File: config.mk
export PLATFORM = sky130hd
export DESIGN_NAME = ssd_mux4_flat
export DESIGN_NICKNAME = d
export VERILOG_FILES = /design/src/rtl/ssd_mux4_if.sv /design/src/rtl/ssd_mux4.sv /design/src/flat_wrapper.sv
export SDC_FILE = /design/constraint.sdc
export NUM_CORES = 1
export LEC_CHECK = 0
export CORE_MARGIN = 2
export CORE_UTILIZATION = 45
export DETAILED_ROUTE_END_ITERATION = 6
export MAX_ROUTING_LAYER = met4
export PLACE_DENSITY = 0.7
export SLEW_MARGIN = 20
export SYNTH_ARGS = -nofsm -noshare
export SYNTH_HDL_FRONTEND = slang
export SYNTH_SLANG_ARGS = --single-unit
File: constraint.sdc
create_clock -name ssdm_clk -period 5.5 [get_ports ssdm_clk]
set_input_delay 1.375 -clock ssdm_clk [delete_from_list [all_inputs] [get_ports ssdm_clk]]
set_output_delay 1.375 -clock ssdm_clk [all_outputs]
set_load 0.01 [all_outputs]
File: src/rtl/ssd_mux4_if.sv
// Purpose: bundles the counter-side load/clear inputs and the display-side outputs of ssd_mux4.
// Latency: n/a (wires only). Backpressure: none; the display stage always accepts ld/clr.
// Clock and reset stay plain ports on the module.
interface ssd_mux4_if;
    logic [3:0]  ssdm_d;
    logic        ssdm_ld;
    logic        ssdm_clr;
    logic [6:0]  ssdm_seg;
    logic        ssdm_dp;
    logic [3:0]  ssdm_an;
    logic [15:0] ssdm_hist;

    modport master (
        output ssdm_d, ssdm_ld, ssdm_clr,
        input  ssdm_seg, ssdm_dp, ssdm_an, ssdm_hist
    );

    modport slave (
        input  ssdm_d, ssdm_ld, ssdm_clr,
        output ssdm_seg, ssdm_dp, ssdm_an, ssdm_hist
    );
endinterface

File: src/rtl/ssd_mux4.sv
// Purpose: 4-deep digit history captured on ld, time-multiplexed onto a common-anode 4-digit display.
// Latency: hist visible 1 cycle after the load edge; an/seg/dp registered 1 cycle behind the scan index.
// Backpressure: none; every ld/clr is taken on the edge it is presented.
module ssd_mux4 #(
    parameter int REFRESH_DIV = 100000,
    parameter bit BLANK_LZ    = 1'b1
) (
    input  logic        ssdm_clk,
    input  logic        ssdm_rst,
    ssd_mux4_if.slave   bus
);

    localparam int              CW      = $clog2(REFRESH_DIV);
    localparam logic [CW-1:0]   CNT_MAX = CW'(REFRESH_DIV - 1);

    logic [15:0]   hist;
    logic [3:0]    valid;
    logic          ovf;
    logic [CW-1:0] cnt;
    logic [1:0]    idx;
    logic [3:0]    an_q;
    logic [6:0]    seg_q;
    logic          dp_q;

    logic [3:0]    cur_dig;
    logic [3:0]    lz;
    logic          blank;

    function automatic logic [6:0] seg7(input logic [3:0] v);
        case (v)
            4'h0: seg7 = 7'h40;
            4'h1: seg7 = 7'h79;
            4'h2: seg7 = 7'h24;
            4'h3: seg7 = 7'h30;
            4'h4: seg7 = 7'h19;
            4'h5: seg7 = 7'h12;
            4'h6: seg7 = 7'h02;
            4'h7: seg7 = 7'h78;
            4'h8: seg7 = 7'h00;
            4'h9: seg7 = 7'h10;
            4'hA: seg7 = 7'h08;
            4'hB: seg7 = 7'h03;
            4'hC: seg7 = 7'h46;
            4'hD: seg7 = 7'h21;
            4'hE: seg7 = 7'h06;
            default: seg7 = 7'h0E;
        endcase
    endfunction

    // lz[i]: digit i is zero and every valid digit above it is zero too
    always_comb begin
        logic above_zero;
        above_zero = 1'b1;
        lz         = 4'b0000;
        for (int j = 3; j >= 0; j--) begin
            lz[j]      = above_zero && (hist[j*4 +: 4] == 4'h0);
            above_zero = above_zero && (!valid[j] || hist[j*4 +: 4] == 4'h0);
        end
        cur_dig = hist[{idx, 2'b00} +: 4];
        blank   = !valid[idx] || (BLANK_LZ && (idx != 2'd0) && lz[idx]);
    end

    always_ff @(posedge ssdm_clk or negedge ssdm_rst) begin
        if (!ssdm_rst) begin
            hist  <= 16'h0000;
            valid <= 4'b0000;
            ovf   <= 1'b0;
            cnt   <= '0;
            idx   <= 2'd0;
            an_q  <= 4'hF;
            seg_q <= 7'h7F;
            dp_q  <= 1'b1;
        end else begin
            if (bus.ssdm_clr) begin
                hist  <= 16'h0000;
                valid <= 4'b0000;
                ovf   <= 1'b0;
            end else if (bus.ssdm_ld) begin
                hist  <= {hist[11:0], bus.ssdm_d};
                valid <= {valid[2:0], 1'b1};
                if (valid[3])
                    ovf <= 1'b1;
            end

            if (cnt == CNT_MAX) begin
                cnt <= '0;
                idx <= idx + 2'd1;
            end else begin
                cnt <= cnt + 1'b1;
            end

            // dp ignores digit blanking so overflow stays visible on an empty top digit
            an_q  <= blank ? 4'hF  : ~(4'b0001 << idx);
            seg_q <= blank ? 7'h7F : seg7(cur_dig);
            dp_q  <= !((idx == 2'd3) && ovf);
        end
    end

    assign bus.ssdm_an   = an_q;
    assign bus.ssdm_seg  = seg_q;
    assign bus.ssdm_dp   = dp_q;
    assign bus.ssdm_hist = hist;

endmodule

File: src/flat_wrapper.sv
// flat-port wrapper written by rule: the top's interface ports become plain ports
module ssd_mux4_flat 
#(
    parameter int REFRESH_DIV = 100000,
    parameter bit BLANK_LZ    = 1'b1
)
  (ssdm_clk, ssdm_rst, bus_ssdm_d, bus_ssdm_ld, bus_ssdm_clr, bus_ssdm_seg, bus_ssdm_dp, bus_ssdm_an, bus_ssdm_hist);
  ssd_mux4_if bus_i ();
  input  logic ssdm_clk;
  input  logic ssdm_rst;
  input wire logic [$bits(bus_i.ssdm_d)-1:0] bus_ssdm_d;
  input wire logic [$bits(bus_i.ssdm_ld)-1:0] bus_ssdm_ld;
  input wire logic [$bits(bus_i.ssdm_clr)-1:0] bus_ssdm_clr;
  output wire logic [$bits(bus_i.ssdm_seg)-1:0] bus_ssdm_seg;
  output wire logic [$bits(bus_i.ssdm_dp)-1:0] bus_ssdm_dp;
  output wire logic [$bits(bus_i.ssdm_an)-1:0] bus_ssdm_an;
  output wire logic [$bits(bus_i.ssdm_hist)-1:0] bus_ssdm_hist;
  assign bus_i.ssdm_d = bus_ssdm_d;
  assign bus_i.ssdm_ld = bus_ssdm_ld;
  assign bus_i.ssdm_clr = bus_ssdm_clr;
  assign bus_ssdm_seg = bus_i.ssdm_seg;
  assign bus_ssdm_dp = bus_i.ssdm_dp;
  assign bus_ssdm_an = bus_i.ssdm_an;
  assign bus_ssdm_hist = bus_i.ssdm_hist;
  ssd_mux4 #(.REFRESH_DIV(REFRESH_DIV), .BLANK_LZ(BLANK_LZ)) u_core (.ssdm_clk(ssdm_clk), .ssdm_rst(ssdm_rst), .bus(bus_i));
endmodule
==> results.json <==
{
  "status": "finished clean",
  "synth_area_leaders": "dfrtp_1, dfstp_2, mux2i_1",
  "antenna_found_initial": 0,
  "p_per_area_nw_per_um2": 237,
  "cts_root_buffer": "clkbuf_8",
  "yosysTopAreaCell": "dfrtp_1",
  "crit_arrival_ns": 1.33,
  "critPathLaunchType": "flop",
  "yosys.area.top_type_share_pct": 38.7,
  "worstPathMaxFanout": 1,
  "design.die.area_um2": 6370,
  "setup_viol": 0,
  "endpoint_kind": "output pin",
  "die_h_um": 79.8,
  "grt_pass1_vias": 1678,
  "r2r_end": "u_core.bus.ssdm_seg[3]",
  "skew_ns": 0.00844,
  "syn_area_um2": 2580,
  "overflow": 0,
  "layout-drive-gt1-share_pct": 11.8,
  "die_x_um": 79.8,
  "max_slew_margin_pct": 51.6,
  "yosys_warnings": 0,
  "setup_tns_ns": 0,
  "grt_max_degree": 53,
  "syn_inst": 230,
  "drc_errors": 0,
  "cts_buffer_depth": 2,
  "finalWirelength_um": 4790,
  "ant_nets": 0,
  "synth_edf_count": 0,
  "dp_slack_ns": 2.32,
  "path_class": "reg -> out",
  "syn2layout_area_growth_pct": 18.8,
  "reg2reg_slack_ns": 3.27,
  "ys_seq_area_share_pct": 50.9,
  "rsz0062_at_grt": "no",
  "htree_levels": 2,
  "drt_first_pass_iters": 4,
  "p_leak_nw": 1.34,
  "post_cts_buffers": 0,
  "irDropWorstVdd_uv": 115,
  "hold_violations": 0,
  "num_vias": 1773,
  "post-route-period-util_pct": 49.3,
  "cp-endpoint": "bus_ssdm_seg[5]",
  "path_clk_slew_ns": 0.09,
  "synth.distinct_cells": 40,
  "start_util_pct": 46.7,
  "avgRoutedWirePerCell_um": 14.3,
  "period_minus_slack_ns": 2.71,
  "place_congestion": 0.761,
  "ys.flop_type": "dfrtp_1",
  "hp-class": "reg -> reg",
  "fin_ws_ns": 2.79,
  "hpwl_um": 3320,
  "slowest_delay_ns": 0.53,
  "worst-path-stages": 1,
  "post_layout_nonfiller_instances": 335,
  "postCtsHoldBufs": 0,
  "io_pins": 36,
  "cp_slowest_cell": "clkdlybuf4s50_1",
  "core.rowCount": 27,
  "cts_num_sinks": 52,
  "nets": 281,
  "ys_ff_latch": 52,
  "vias_per_cell": 5.29,
  "grt_pass1_wl_um": 8030,
  "maxSlewViolCount": 0,
  "startpoint": "u_core.bus.ssdm_seg[5]",
  "rr_worst_depth": 5,
  "antenna_cells": 0,
  "critPathBufInv": 1,
  "avgSynthCellArea_um2": 11.2,
  "reg2reg_from": "u_core.idx[1]",
  "gr-usage-all-layers_pct": 16.5,
  "cts_resized": 0,
  "worstPathRequired_ns": 4.12,
  "synth-async-reset-ratio_pct": 100,
  "path_cells": "clkdlybuf4s50_1",
  "power_w": 0.000727,
  "dp_cells": 327,
  "worst_pin_slew_ns": 0.724,
  "synth.net_count": 249,
  "path_delay_family": "buffers and inverters",
  "drtIter0Drc": 103,
  "portBuffers": 35,
  "core_um2": 5540,
  "fmax_mhz": 369,
  "numCtsBuffers": 5,
  "maxCapViolations": 0,
  "cts_tree": "done",
  "clk_latency_ns": 0.29
}
cell families (layout without fill, tap and decap cells):
family                   Yosys count  in the layout  share of synthesized area, %
AO/OA/AOI/OAI                     16             16                          4.07
buffers and inverters             18             51                          3.44
flip-flops                        52             52                          50.9
multiplexers                      31             31                          14.7
AND/OR/NAND/NOR                   88             88                          16.8
adder cells (fa/ha/maj)           11             11                          5.32
XOR/XNOR                          14             14                          4.74
cell usage after synthesis, types with 3 or more instances:
master,n
xnor2_1,6
nor2b_1,3
nand4_1,6
or3_1,3
mux2i_1,23
clkbuf_1,5
dfstp_2,12
inv_1,6
nand2_1,11
xor2_1,8
a21oi_1,7
nor2_1,36
ha_1,11
mux2_2,3
nor4_1,4
nand3_1,12
mux4_2,4
dfrtp_1,40
power breakdown:
| group | total [W] | switching, W | internal [W] |
|---|---|---|---|
| Sequential | 0.000402 | 0.00000698 | 0.000395 |
| Clock | 0.000252 | 0.000117 | 0.000135 |
| Combinational | 0.0000732 | 0.0000373 | 0.0000359 |
| Total | 0.000727 | 0.000161 | 0.000566 |
per-stage QoR:
step	util, %	hold WS [ns]	area, um^2
2_1_floorplan	-	0.376	2580
3_3_place_gp	53.6	0.429	2970
3_5_place_dp	53.6	0.423	2970
4_1_cts	55.5	0.438	3080
5_1_grt	55.4	0.461	3070
6_report	55.4	0.441	3070
worst min-delay path by stage:
stage	start	to	slack, ns	cells past startpoint
5_1_grt	u_core.ovf	u_core.bus.ssdm_dp	0.46	1
3_5_place_dp	u_core.ovf	u_core.bus.ssdm_dp	0.42	1
6_report	u_core.ovf	u_core.bus.ssdm_dp	0.44	1
4_1_cts	u_core.ovf	u_core.bus.ssdm_dp	0.44	1
2_1_floorplan	u_core.ovf	u_core.bus.ssdm_dp	0.38	1
3_3_place_gp	u_core.ovf	u_core.bus.ssdm_dp	0.43	1
area by class of cell:
type | instances | area [um^2]
clock buffers | 6 | 72.6
inverters | 6 | 22.5
repair buffers | 37 | 355
flip-flops and latches | 52 | 1320
fillers | 516 | 2470
multi-input cells | 160 | 1180
well taps | 72 | 90.1
clock inverters | 2 | 35.0
layout by cell type (no fill, tap or decap), types with 3 or more instances in the layout:
cell type and instances:
a21oi_1 7, clkbuf_8 5, clkdlybuf4s50_1 33, dfrtp_1 40
dfstp_2 12, ha_1 11, inv_1 6, mux2_2 3
mux2i_1 23, mux4_2 4, nand2_1 11, nand3_1 12
nand4_1 6, nor2_1 36, nor2b_1 3, nor4_1 4
or3_1 3, xnor2_1 6, xor2_1 8
sequential cells by signal, indices dropped and copies added, names as in the netlist:
| name | cells |
|---|---|
| u_core.bus.ssdm_an | 4 |
| u_core.bus.ssdm_dp | 1 |
| u_core.bus.ssdm_hist | 16 |
| u_core.bus.ssdm_seg | 7 |
| u_core.cnt | 17 |
| u_core.idx | 2 |
| u_core.ovf | 1 |
| u_core.valid | 4 |
layer usage:
| layer | up-vias | routed length, um | track usage (%) |
|---|---|---|---|
| met5 | - | 0 | - |
| met4 | 0 | 8 | 3.39 |
| met3 | 2 | 133 | 3.17 |
| met2 | 30 | 2280 | 25.2 |
| met1 | 877 | 2370 | 23.2 |
| li1 | 864 | - | - |
Power figures use the tool's default switching activity.
